==> src/rtl/alu_sequencer.sv <==
// rtl/alu_sequencer.sv - accumulator command sequencer driving an external 4-bit ALU
// Optional macro ALU_SEQ_STICKY_FLAGS_EN: C and V accumulate (OR) across repeat iterations.
module alu_sequencer #(
    parameter logic [3:0] ACC_RESET = 4'h0
) (
    input  logic       clk,
    input  logic       rst_n,
    input  logic       cmd_valid,
    output logic       cmd_ready,
    input  logic       cmd_load,
    input  logic [2:0] cmd_fs,
    input  logic [3:0] cmd_b,
    input  logic [1:0] cmd_cnt,
    output logic [3:0] alu_a,
    output logic [3:0] alu_b,
    output logic [2:0] alu_fs,
    input  logic [3:0] alu_y,
    input  logic [3:0] alu_flags,
    output logic       res_valid,
    input  logic       res_ready,
    output logic [3:0] res_y,
    output logic [3:0] res_flags,
    output logic       busy
);

    typedef enum logic [1:0] {
        IDLE = 2'd0,
        EXEC = 2'd1,
        DONE = 2'd2
    } state_t;

    state_t     state, state_nx;
    logic [3:0] acc, acc_nx;
    logic [3:0] flags, flags_nx;
    logic [3:0] b_reg, b_nx;
    logic [2:0] fs_reg, fs_nx;
    logic [1:0] iter, iter_nx;
    logic [3:0] exec_flags;

`ifdef ALU_SEQ_STICKY_FLAGS_EN
    // C/V were cleared on command accept, so the first EXEC cycle effectively loads them.
    assign exec_flags = {flags[3:2] | alu_flags[3:2], alu_flags[1:0]};
`else
    assign exec_flags = alu_flags;
`endif

    always_ff @(posedge clk) begin
        if (!rst_n) begin
            state  <= IDLE;
            acc    <= ACC_RESET;
            flags  <= 4'h0;
            b_reg  <= 4'h0;
            fs_reg <= 3'h0;
            iter   <= 2'h0;
        end else begin
            state  <= state_nx;
            acc    <= acc_nx;
            flags  <= flags_nx;
            b_reg  <= b_nx;
            fs_reg <= fs_nx;
            iter   <= iter_nx;
        end
    end

    always_comb begin
        state_nx  = state;
        acc_nx    = acc;
        flags_nx  = flags;
        b_nx      = b_reg;
        fs_nx     = fs_reg;
        iter_nx   = iter;
        cmd_ready = 1'b0;
        res_valid = 1'b0;
        case (state)
            IDLE: begin
                cmd_ready = 1'b1;
                if (cmd_valid) begin
                    if (cmd_load) begin
                        acc_nx   = cmd_b;
                        flags_nx = {2'b00, cmd_b[3], cmd_b == 4'h0};
                        state_nx = DONE;
                    end else begin
                        fs_nx    = cmd_fs;
                        b_nx     = cmd_b;
                        iter_nx  = cmd_cnt;
`ifdef ALU_SEQ_STICKY_FLAGS_EN
                        flags_nx = {2'b00, flags[1:0]};
`endif
                        state_nx = EXEC;
                    end
                end
            end
            EXEC: begin
                acc_nx   = alu_y;
                flags_nx = exec_flags;
                if (iter == 2'd0) begin
                    state_nx = DONE;
                end else begin
                    iter_nx = iter - 2'd1;
                end
            end
            DONE: begin
                res_valid = 1'b1;
                if (res_ready) begin
                    state_nx = IDLE;
                end
            end
            default: state_nx = IDLE;
        endcase
    end

    assign alu_a     = acc;
    assign alu_b     = b_reg;
    assign alu_fs    = fs_reg;
    assign res_y     = acc;
    assign res_flags = flags;
    assign busy      = (state != IDLE);

endmodule
==> config.mk <==
export PLATFORM = sky130hd
export DESIGN_NAME = alu_sequencer
export DESIGN_NICKNAME = d
export VERILOG_FILES = /design/src/rtl/alu_sequencer.sv
export SDC_FILE = /design/constraint.sdc
export NUM_CORES = 1
export LEC_CHECK = 0
export CORE_ASPECT_RATIO = 1.4
export CORE_MARGIN = 2
export CORE_UTILIZATION = 41
export DETAILED_ROUTE_END_ITERATION = 12
export PLACE_DENSITY = 0.78
export SLEW_MARGIN = 20
export SYNTH_ARGS = -nofsm -noshare
export SYNTH_HDL_FRONTEND = slang
export SYNTH_SLANG_ARGS = --single-unit
==> constraint.sdc <==
create_clock -name clk -period 1.9 [get_ports clk]
set_input_delay 0.38 -clock clk [delete_from_list [all_inputs] [get_ports clk]]
set_output_delay 0.38 -clock clk [all_outputs]
set_load 0.005 [all_outputs]
==> report_table.html, run 1 <==
<table>
<tr><th>Metric</th><th>Value</th></tr>
<tr><th colspan="2">Yosys</th></tr>
<tr><td>Post-synth top flop</td><td>dfxtp_1</td></tr>
<tr><td>Syn_area_per_cell</td><td>10.77 um2</td></tr>
<tr><td>Post-synthesis cell count</td><td>95</td></tr>
<tr><td>Synthesized flop and latch total</td><td>19</td></tr>
<tr><td>Number of warnings printed during yosys synthesis</td><td>0</td></tr>
<tr><td>Share of synthesized area occupied by flip-flops and latches</td><td>37.16%</td></tr>
<tr><td>EDFF count, synth</td><td>0</td></tr>
<tr><td>Cell variety after synth</td><td>29</td></tr>
<tr><td>Synthesized cell area</td><td>1023 um2</td></tr>
<tr><td>Post-Synthesis Net Count</td><td>118</td></tr>
<tr><td>Asr flop ratio synth</td><td>0%</td></tr>
<tr><th colspan="2">CTS</th></tr>
<tr><td>Worst-skew pair later-pin latency</td><td>0.29 ns</td></tr>
<tr><td>Cts bufs inserted</td><td>3</td></tr>
<tr><td>Worst-case clock buffer depth</td><td>2</td></tr>
<tr><td>Number of sinks driven by the clock tree</td><td>19</td></tr>
<tr><td>Count of H-tree levels built during CTS</td><td>1</td></tr>
<tr><td>CTS tree</td><td>done</td></tr>
<tr><td>Clock transition time at the flip-flop clock pins of the worst setup and hold paths</td><td>0.11 ns</td></tr>
<tr><td>Root buffer cell</td><td>clkbuf_4</td></tr>
<tr><td>Buffers inserted during post-CTS setup optimization</td><td>0</td></tr>
<tr><th colspan="2">Timing</th></tr>
<tr><td>Final TNS setup</td><td>0 ns</td></tr>
<tr><td>Headroom to the max-slew limit</td><td>76.60%</td></tr>
<tr><td>Post-route worst setup slack</td><td>0.1073 ns</td></tr>
<tr><td>Clock skew</td><td>0.01109 ns</td></tr>
<tr><td>Maximum achievable frequency</td><td>0.5578 GHz</td></tr>
<tr><td>Final critical-path share of the clock period</td><td>94.35%</td></tr>
<tr><td>Unrepaired setup endpoints after global routing</td><td>false</td></tr>
<tr><td>Max Transition Viols Final</td><td>0</td></tr>
<tr><td>Tightest Pin Transition</td><td>0.3483 ns</td></tr>
<tr><td>Total count of hold-check failures in the final report</td><td>0</td></tr>
<tr><td>Final period demand of the worst path</td><td>1.793 ns</td></tr>
<tr><td>Setup violators final</td><td>0</td></tr>
<tr><th colspan="2">Place</th></tr>
<tr><td>Detailed placer's ending HPWL</td><td>1.715 mm</td></tr>
<tr><td>Post-place setup slack</td><td>0.07476 ns</td></tr>
<tr><td>Area post-placement</td><td>1438 um2</td></tr>
<tr><td>I/O Buffers</td><td>43</td></tr>
<tr><td>Final estimated routing congestion in global placement</td><td>0.7309</td></tr>
<tr><th colspan="2">Floorplanning</th></tr>
<tr><td>Die width</td><td>46.23 um</td></tr>
<tr><td>Initial core utilization</td><td>42.80%</td></tr>
<tr><td>Die Y-Extent</td><td>63.12 um</td></tr>
<tr><td>Core Footprint</td><td>2391 um2</td></tr>
<tr><td>Number of top-level design ports</td><td>44</td></tr>
<tr><td>Die ar.</td><td>2917 um2</td></tr>
<tr><td>Core Rows</td><td>21</td></tr>
<tr><th colspan="2">Routing</th></tr>
<tr><td>Total wire length after detailed routing</td><td>2.155 mm</td></tr>
<tr><td>DRC marker count from the first detailed-route iteration</td><td>16</td></tr>
<tr><td>Drt pass-1 iters</td><td>2</td></tr>
<tr><td>Average wire per standard cell</td><td>12.68 um</td></tr>
<tr><td>Total via count after detailed routing</td><td>839</td></tr>
<tr><td>Detailed-route DRC error count</td><td>0</td></tr>
<tr><td>Remaining antenna violation count</td><td>0</td></tr>
<tr><td>Detailed-route vias per instance</td><td>4.935</td></tr>
<tr><th colspan="2">Final layout</th></tr>
<tr><td>Finished Cell Area</td><td>1468 um2</td></tr>
<tr><td>Fraction of final layout cells sized beyond drive strength 1</td><td>16.18%</td></tr>
<tr><td>Number of nets in the final layout</td><td>160</td></tr>
<tr><td>Area delta synth-&gt;final</td><td>43.40%</td></tr>
<tr><td>Count of inserted antenna diode cells</td><td>0</td></tr>
<tr><th colspan="2">Status</th></tr>
<tr><td>Result of the run</td><td>finished clean</td></tr>
<tr><th colspan="2">Worst setup path</th></tr>
<tr><td>Slowest stage delay, CP</td><td>0.48 ns</td></tr>
<tr><td>Worst setup EP type</td><td>primary output</td></tr>
<tr><td>Top cell family by delay on the critical path</td><td>buffers and inverters</td></tr>
<tr><td>Largest fanout on the critical path</td><td>11</td></tr>
<tr><td>Arrival time reported for the critical path endpoint</td><td>1.41 ns</td></tr>
<tr><td>Critical Path Stages</td><td>2</td></tr>
<tr><td>Cells along the critical path</td><td>and2b_2 &gt; clkdlybuf4s50_1</td></tr>
<tr><td>Type of the worst setup path</td><td>flip-flop to primary output</td></tr>
<tr><td>Worst-case reg-to-reg path depth</td><td>3</td></tr>
<tr><td>Worst reg2reg setup slack</td><td>0.42 ns</td></tr>
<tr><td>Crit path required time</td><td>1.52 ns</td></tr>
<tr><td>Worst-path cell with the longest stage delay</td><td>clkdlybuf4s50_1</td></tr>
<tr><td>Kind of start point of the critical path</td><td>flip-flop</td></tr>
<tr><td>Critical path buffers and inverters</td><td>1</td></tr>
<tr><th colspan="2">Pwr</th></tr>
<tr><td>Maximum vdd ir drop</td><td>512.1 uV</td></tr>
<tr><td>Static leakage</td><td>0.0005604 uW</td></tr>
<tr><td>Power density relative to cell area</td><td>626.9 nW/um2</td></tr>
<tr><th colspan="2">Global route</th></tr>
<tr><td>Overall routing resource usage</td><td>16.99%</td></tr>
<tr><td>Number of global-route vias before repair</td><td>885</td></tr>
<tr><td>Global-route wire length before repair</td><td>3.808 mm</td></tr>
<tr><td>Initial antenna violation count</td><td>0</td></tr>
<tr><td>Maximum number of pins on one net before global-route repair</td><td>13</td></tr>
<tr><td>Sum of overflow across all layers after global routing</td><td>0</td></tr>
<tr><th colspan="2">Min path</th></tr>
<tr><td>Number of cells on the worst hold path</td><td>2</td></tr>
<tr><td>Worst min-delay path class</td><td>flip-flop to flip-flop</td></tr>
<tr><th colspan="2">Flow run</th></tr>
<tr><td>Number of max-capacitance violations reported</td><td>0</td></tr>
</table>
-- synth_stat cells, types with 2 or more instances --
cell | instances | area [um2]
a21boi_0 | 3 | 22.52
a221o_1 | 2 | 20.02
buf_4 | 5 | 37.54
buf_6 | 3 | 33.78
clkbuf_8 | 3 | 41.29
dfxtp_1 | 19 | 380.4
inv_1 | 4 | 15.01
mux2_4 | 5 | 75.07
mux2i_1 | 7 | 70.07
nand2_1 | 3 | 11.26
nand3b_1 | 2 | 15.01
nor2_1 | 3 | 11.26
nor2b_1 | 8 | 50.05
o21ai_0 | 3 | 15.01
o21bai_1 | 5 | 37.54
o311a_1 | 7 | 70.07
-- cells in the final DEF (no fill, tap or decap) --
cell type	count
a211o_2	1
a21boi_0	3
a21oi_1	1
a221o_1	2
and2b_2	1
and3b_1	1
buf_12	1
buf_4	5
clkbuf_4	3
clkdlybuf4s50_1	43
clkinv_2	1
dfxtp_1	17
dfxtp_2	2
ha_1	1
inv_1	4
mux2_4	5
mux2i_1	7
nand2_1	3
nand3b_1	2
nor2_1	3
nor2b_1	8
nor2b_4	1
nor3_1	1
nor4b_2	1
o21a_1	1
o21ai_0	3
o21bai_1	5
o221a_2	1
o311a_1	7
or3b_1	1
or4_1	1
-- stage by stage --
step / cells / util [%] / hold slack, ns / power [uW]
after floorplan: 95 / - / 0.4736 / 604.2
after global placement: 166 / 60.13 / 0.4747 / 721.7
after detailed placement: 166 / 60.13 / 0.4871 / 729.3
after CTS: 170 / 61.33 / 0.5066 / 928.2
final: 170 / 61.38 / 0.5070 / 920.1
after global routing: 170 / 61.38 / 0.5307 / 971.0
-- report_power, final --
| part | switching [uW] | internal (uW) | total [uW] | leakage (uW) |
|---|---|---|---|---|
| clock | 122 | 78.2 | 201 | 0.0000177 |
| sequential | 24.7 | 428 | 453 | 0.000157 |
| combinational | 87.6 | 179 | 266 | 0.000386 |
-- final cells by class --
class	count	area (um2)
fillers	203	923.4
multi-input cells	60	511.7
repair buffers	49	488.0
flip-flops and latches	19	382.9
well taps	34	42.54
clock buffers	3	22.52
inverters	4	15.01
clock inverters	1	5.005
-- worst register-to-register path, stage by stage (launching register included) --
cell	delay, ns
dfxtp_2	0.44
nor2b_4	0.34
mux2_4	0.33
o311a_1	0.28
-- path summary, 6_finish.rpt --
path,startpoint,endpoint
worst min register to register,res_flags[3],res_flags[3]
worst min-delay path,res_flags[3],res_flags[3]
worst max-delay path,state[1],res_valid
worst max register to register,state[0],alu_a[1]
-- kinds of logic after synthesis --
| group | Yosys count | synth area share (%) |
|---|---|---|
| compound gates | 24 | 19.44 |
| flops | 19 | 37.16 |
| simple gates | 23 | 14.55 |
| buf+inv | 16 | 13.45 |
| fa+ha+maj | 1 | 1.222 |
| mux | 12 | 14.18 |
-- sequential cells by signal (all words and copies together) (netlist names) --
signal / flops
alu_a: 4
alu_b: 4
alu_fs: 3
iter: 2
res_flags: 4
state: 2
-- metal layers --
layer	vias up	track usage (%)	wire [um]
li1	423	-	-
met2	23	28.65	1128
met5	-	0	0
met3	2	2.579	88
met1	391	20.25	918
met4	0	7.143	20
-- repair_timing --
item	CTS	global route
hold buffers	0	0
endpoints found under the setup margin	2	2
resized for setup	1	1
pin swaps	0	0
No activity file was read; power rests on OpenSTA's default activity.
==> run 2, diff against run 1 <==
--- a/config.mk
+++ b/config.mk
@@ -5,6 +5,7 @@
 export SDC_FILE = /design/constraint.sdc
 export NUM_CORES = 1
 export LEC_CHECK = 0
+export CAP_MARGIN = 10
 export CORE_ASPECT_RATIO = 1.4
 export CORE_MARGIN = 2
 export CORE_UTILIZATION = 41
==> results of run 2 <==
Final layout, timing and power as in run 1 (identical DEF).
==> run 3, diff against run 2 <==
==> constraint.sdc (replaced) <==
create_clock -name clk -period 1.7 [get_ports clk]
set_input_delay 0.34 -clock clk [delete_from_list [all_inputs] [get_ports clk]]
set_output_delay 0.34 -clock clk [all_outputs]
set_load 0.005 [all_outputs]
==> report_table.html, run 3 (same netlist as run 1, synthesis figures left out) <==
<table>
<tr><th>Metric</th><th>Value</th></tr>
<tr><th colspan="2">Pwr</th></tr>
<tr><td>Switching pwr</td><td>272.9 uW</td></tr>
<tr><td>Combinational Power Share</td><td>30.0%</td></tr>
<tr><td>Power density relative to cell area</td><td>688.9 nW/um2</td></tr>
<tr><td>Share of total power in sequential cells</td><td>47.9%</td></tr>
<tr><td>P_int</td><td>772.7 uW</td></tr>
<tr><td>Switching power as a share of total power</td><td>26.10%</td></tr>
<tr><td>Static leakage</td><td>0.0006070 uW</td></tr>
<tr><td>Maximum vdd ir drop</td><td>535.1 uV</td></tr>
<tr><td>Proportion of power drawn by the clock network</td><td>22.0%</td></tr>
<tr><th colspan="2">Final layout</th></tr>
<tr><td>Number of nets in the final layout</td><td>165</td></tr>
<tr><td>Most frequent cells in the layout</td><td>clkdlybuf4s50_1 (41), dfxtp_1 (17), buf_4 (10)</td></tr>
<tr><td>Leading cell type in the layout, fill and taps excluded</td><td>clkdlybuf4s50_1</td></tr>
<tr><td>Fraction of final layout cells sized beyond drive strength 1</td><td>19.86%</td></tr>
<tr><td>Count of inserted antenna diode cells</td><td>0</td></tr>
<tr><td>Area delta synth-&gt;final</td><td>48.29%</td></tr>
<tr><td>Final core utilization</td><td>63.47%</td></tr>
<tr><th colspan="2">Floorplanning</th></tr>
<tr><td>Die ar.</td><td>2917 um2</td></tr>
<tr><td>Core Rows</td><td>21</td></tr>
<tr><td>Number of top-level design ports</td><td>44</td></tr>
<tr><td>Core Footprint</td><td>2391 um2</td></tr>
<tr><td>Die width</td><td>46.23 um</td></tr>
<tr><td>Die Y-Extent</td><td>63.12 um</td></tr>
<tr><td>Initial core utilization</td><td>42.80%</td></tr>
<tr><th colspan="2">CTS</th></tr>
<tr><td>Root buffer cell</td><td>clkbuf_4</td></tr>
<tr><td>Clock transition time at the flip-flop clock pins of the worst setup and hold paths</td><td>0.11 ns</td></tr>
<tr><td>Worst-case clock buffer depth</td><td>2</td></tr>
<tr><td>Worst-skew pair later-pin latency</td><td>0.30 ns</td></tr>
<tr><td>Cts bufs inserted</td><td>3</td></tr>
<tr><td>Number of sinks driven by the clock tree</td><td>19</td></tr>
<tr><td>Count of H-tree levels built during CTS</td><td>1</td></tr>
<tr><td>Buffers inserted during post-CTS setup optimization</td><td>0</td></tr>
<tr><td>CTS tree</td><td>done</td></tr>
<tr><th colspan="2">Timing</th></tr>
<tr><td>Tightest Pin Transition</td><td>0.3815 ns</td></tr>
<tr><td>Total count of hold-check failures in the final report</td><td>0</td></tr>
<tr><td>Max Transition Viols Final</td><td>0</td></tr>
<tr><td>Maximum achievable frequency</td><td>0.6183 GHz</td></tr>
<tr><td>Setup violators final</td><td>0</td></tr>
<tr><td>Headroom to the max-slew limit</td><td>74.37%</td></tr>
<tr><td>Clock skew</td><td>0.005897 ns</td></tr>
<tr><td>Final-layout worst hold slack</td><td>0.5078 ns</td></tr>
<tr><td>Post-route worst setup slack</td><td>0.08256 ns</td></tr>
<tr><td>Unrepaired setup endpoints after global routing</td><td>false</td></tr>
<tr><td>Final period demand of the worst path</td><td>1.617 ns</td></tr>
<tr><td>Final critical-path share of the clock period</td><td>95.14%</td></tr>
<tr><th colspan="2">Routing</th></tr>
<tr><td>Detailed-route vias per instance</td><td>5.086</td></tr>
<tr><td>Total wire length after detailed routing</td><td>2.314 mm</td></tr>
<tr><td>Total via count after detailed routing</td><td>890</td></tr>
<tr><td>Drt pass-1 iters</td><td>4</td></tr>
<tr><td>Detailed-route DRC error count</td><td>0</td></tr>
<tr><td>Average wire per standard cell</td><td>13.22 um</td></tr>
<tr><td>DRC marker count from the first detailed-route iteration</td><td>8</td></tr>
<tr><td>Remaining antenna violation count</td><td>0</td></tr>
<tr><th colspan="2">Place</th></tr>
<tr><td>Detailed placer's ending HPWL</td><td>1.775 mm</td></tr>
<tr><td>Post-place setup slack</td><td>-0.09252 ns</td></tr>
<tr><td>I/O Buffers</td><td>43</td></tr>
<tr><td>Final estimated routing congestion in global placement</td><td>0.7567</td></tr>
<tr><th colspan="2">Worst setup path</th></tr>
<tr><td>Top cell family by delay on the critical path</td><td>buffers and inverters</td></tr>
<tr><td>Worst reg2reg setup slack</td><td>0.23 ns</td></tr>
<tr><td>Type of the worst setup path</td><td>flip-flop to primary output</td></tr>
<tr><td>Slowest stage delay, CP</td><td>0.48 ns</td></tr>
<tr><td>Worst-case reg-to-reg path depth</td><td>4</td></tr>
<tr><td>Reg2reg end</td><td>iter[1]</td></tr>
<tr><td>Critical R2R Launch</td><td>state[0]</td></tr>
<tr><td>Cells along the critical path</td><td>nor2_2 &gt; inv_1 &gt; clkdlybuf4s50_1</td></tr>
<tr><td>Critical path buffers and inverters</td><td>2</td></tr>
<tr><td>Crit path required time</td><td>1.36 ns</td></tr>
<tr><td>Largest fanout on the critical path</td><td>6</td></tr>
<tr><td>Kind of start point of the critical path</td><td>flip-flop</td></tr>
<tr><td>Arrival time reported for the critical path endpoint</td><td>1.28 ns</td></tr>
<tr><td>Worst-path cell with the longest stage delay</td><td>clkdlybuf4s50_1</td></tr>
<tr><td>Worst setup EP type</td><td>primary output</td></tr>
<tr><th colspan="2">Global route</th></tr>
<tr><td>Overall routing resource usage</td><td>17.99%</td></tr>
<tr><td>Sum of overflow across all layers after global routing</td><td>0</td></tr>
<tr><td>Number of global-route vias before repair</td><td>918</td></tr>
<tr><td>Global-route wire length before repair</td><td>3.919 mm</td></tr>
<tr><td>Maximum number of pins on one net before global-route repair</td><td>13</td></tr>
<tr><td>Initial antenna violation count</td><td>0</td></tr>
<tr><th colspan="2">Min path</th></tr>
<tr><td>Worst Hold End</td><td>res_flags[3]</td></tr>
<tr><td>Worst min-delay path class</td><td>flip-flop to flip-flop</td></tr>
<tr><td>Number of cells on the worst hold path</td><td>2</td></tr>
<tr><td>Hold path startpoint</td><td>res_flags[3]</td></tr>
<tr><th colspan="2">Flow run</th></tr>
<tr><td>Number of max-capacitance violations reported</td><td>0</td></tr>
<tr><th colspan="2">Status</th></tr>
<tr><td>Result of the run</td><td>finished clean</td></tr>
</table>
==> run 3: final cells by class <==
| cell class | instances | area (um2) |
|---|---|---|
| flip-flops and latches | 19 | 387.9 |
| clock inverters | 1 | 5.005 |
| well taps | 34 | 42.54 |
| inverters | 4 | 15.01 |
| fillers | 210 | 873.3 |
| repair buffers | 54 | 530.5 |
| clock buffers | 3 | 22.52 |
| multi-input cells | 60 | 514.2 |
==> run 3: layer usage <==
metal | vias up | track usage (%) | wire length, um | part of all wire [%]
li1 | 433 | - | - | -
met1 | 422 | 20.11 | 935 | 40
met2 | 30 | 30.73 | 1215 | 53
met3 | 5 | 4.298 | 118 | 5.1
met4 | 0 | 7.500 | 44 | 1.9
met5 | - | 0 | 0 | 0
==> run 3: tightest hold or removal path: stages (launching register included) <==
cell and delay [ns]:
dfxtp_1 0.33, o21ai_0 0.06, a21boi_0 0.08
==> run 3: stage by stage <==
step	std cells	instance area, um2	total power (uW)	TNS [ns]
final	175	1518	1046	0
after global routing	175	1518	1099	0
after CTS	175	1505	1055	-0.007908
after detailed placement	171	1475	826.3	-0.3850
after global placement	171	1475	817.8	-0.07951
after floorplan	95	1023	675.2	0
==> run 3: worst max path at each step <==
| stage | cells past startpoint | start | to | slack [ns] |
|---|---|---|---|---|
| after floorplan | 5 | state[0] | alu_a[0] | 0.33 |
| after global placement | 4 | cmd_valid | iter[1] | -0.04 |
| after detailed placement | 4 | cmd_valid | iter[1] | -0.09 |
| after CTS | 2 | state[1] | res_valid | -0.004 |
| after global routing | 3 | state[1] | busy | 0.02 |
| final | 3 | state[1] | busy | 0.08 |
==> run 3: repair_timing <==
item	4_1_cts	5_1_grt
resized for setup	2	5
setup endpoints to repair	3	3
pin swaps	0	0
hold buffers	0	0
==> run 3: power by group through the flow <==
stage          Combinational [uW]  Clock [uW]  Sequential [uW]
2_1_floorplan                 166           0              509
3_3_place_gp                  309           0              509
3_5_place_dp                  315           0              511
4_1_cts                       317         236              502
5_1_grt                       344         249              506
6_report                      314         230              501
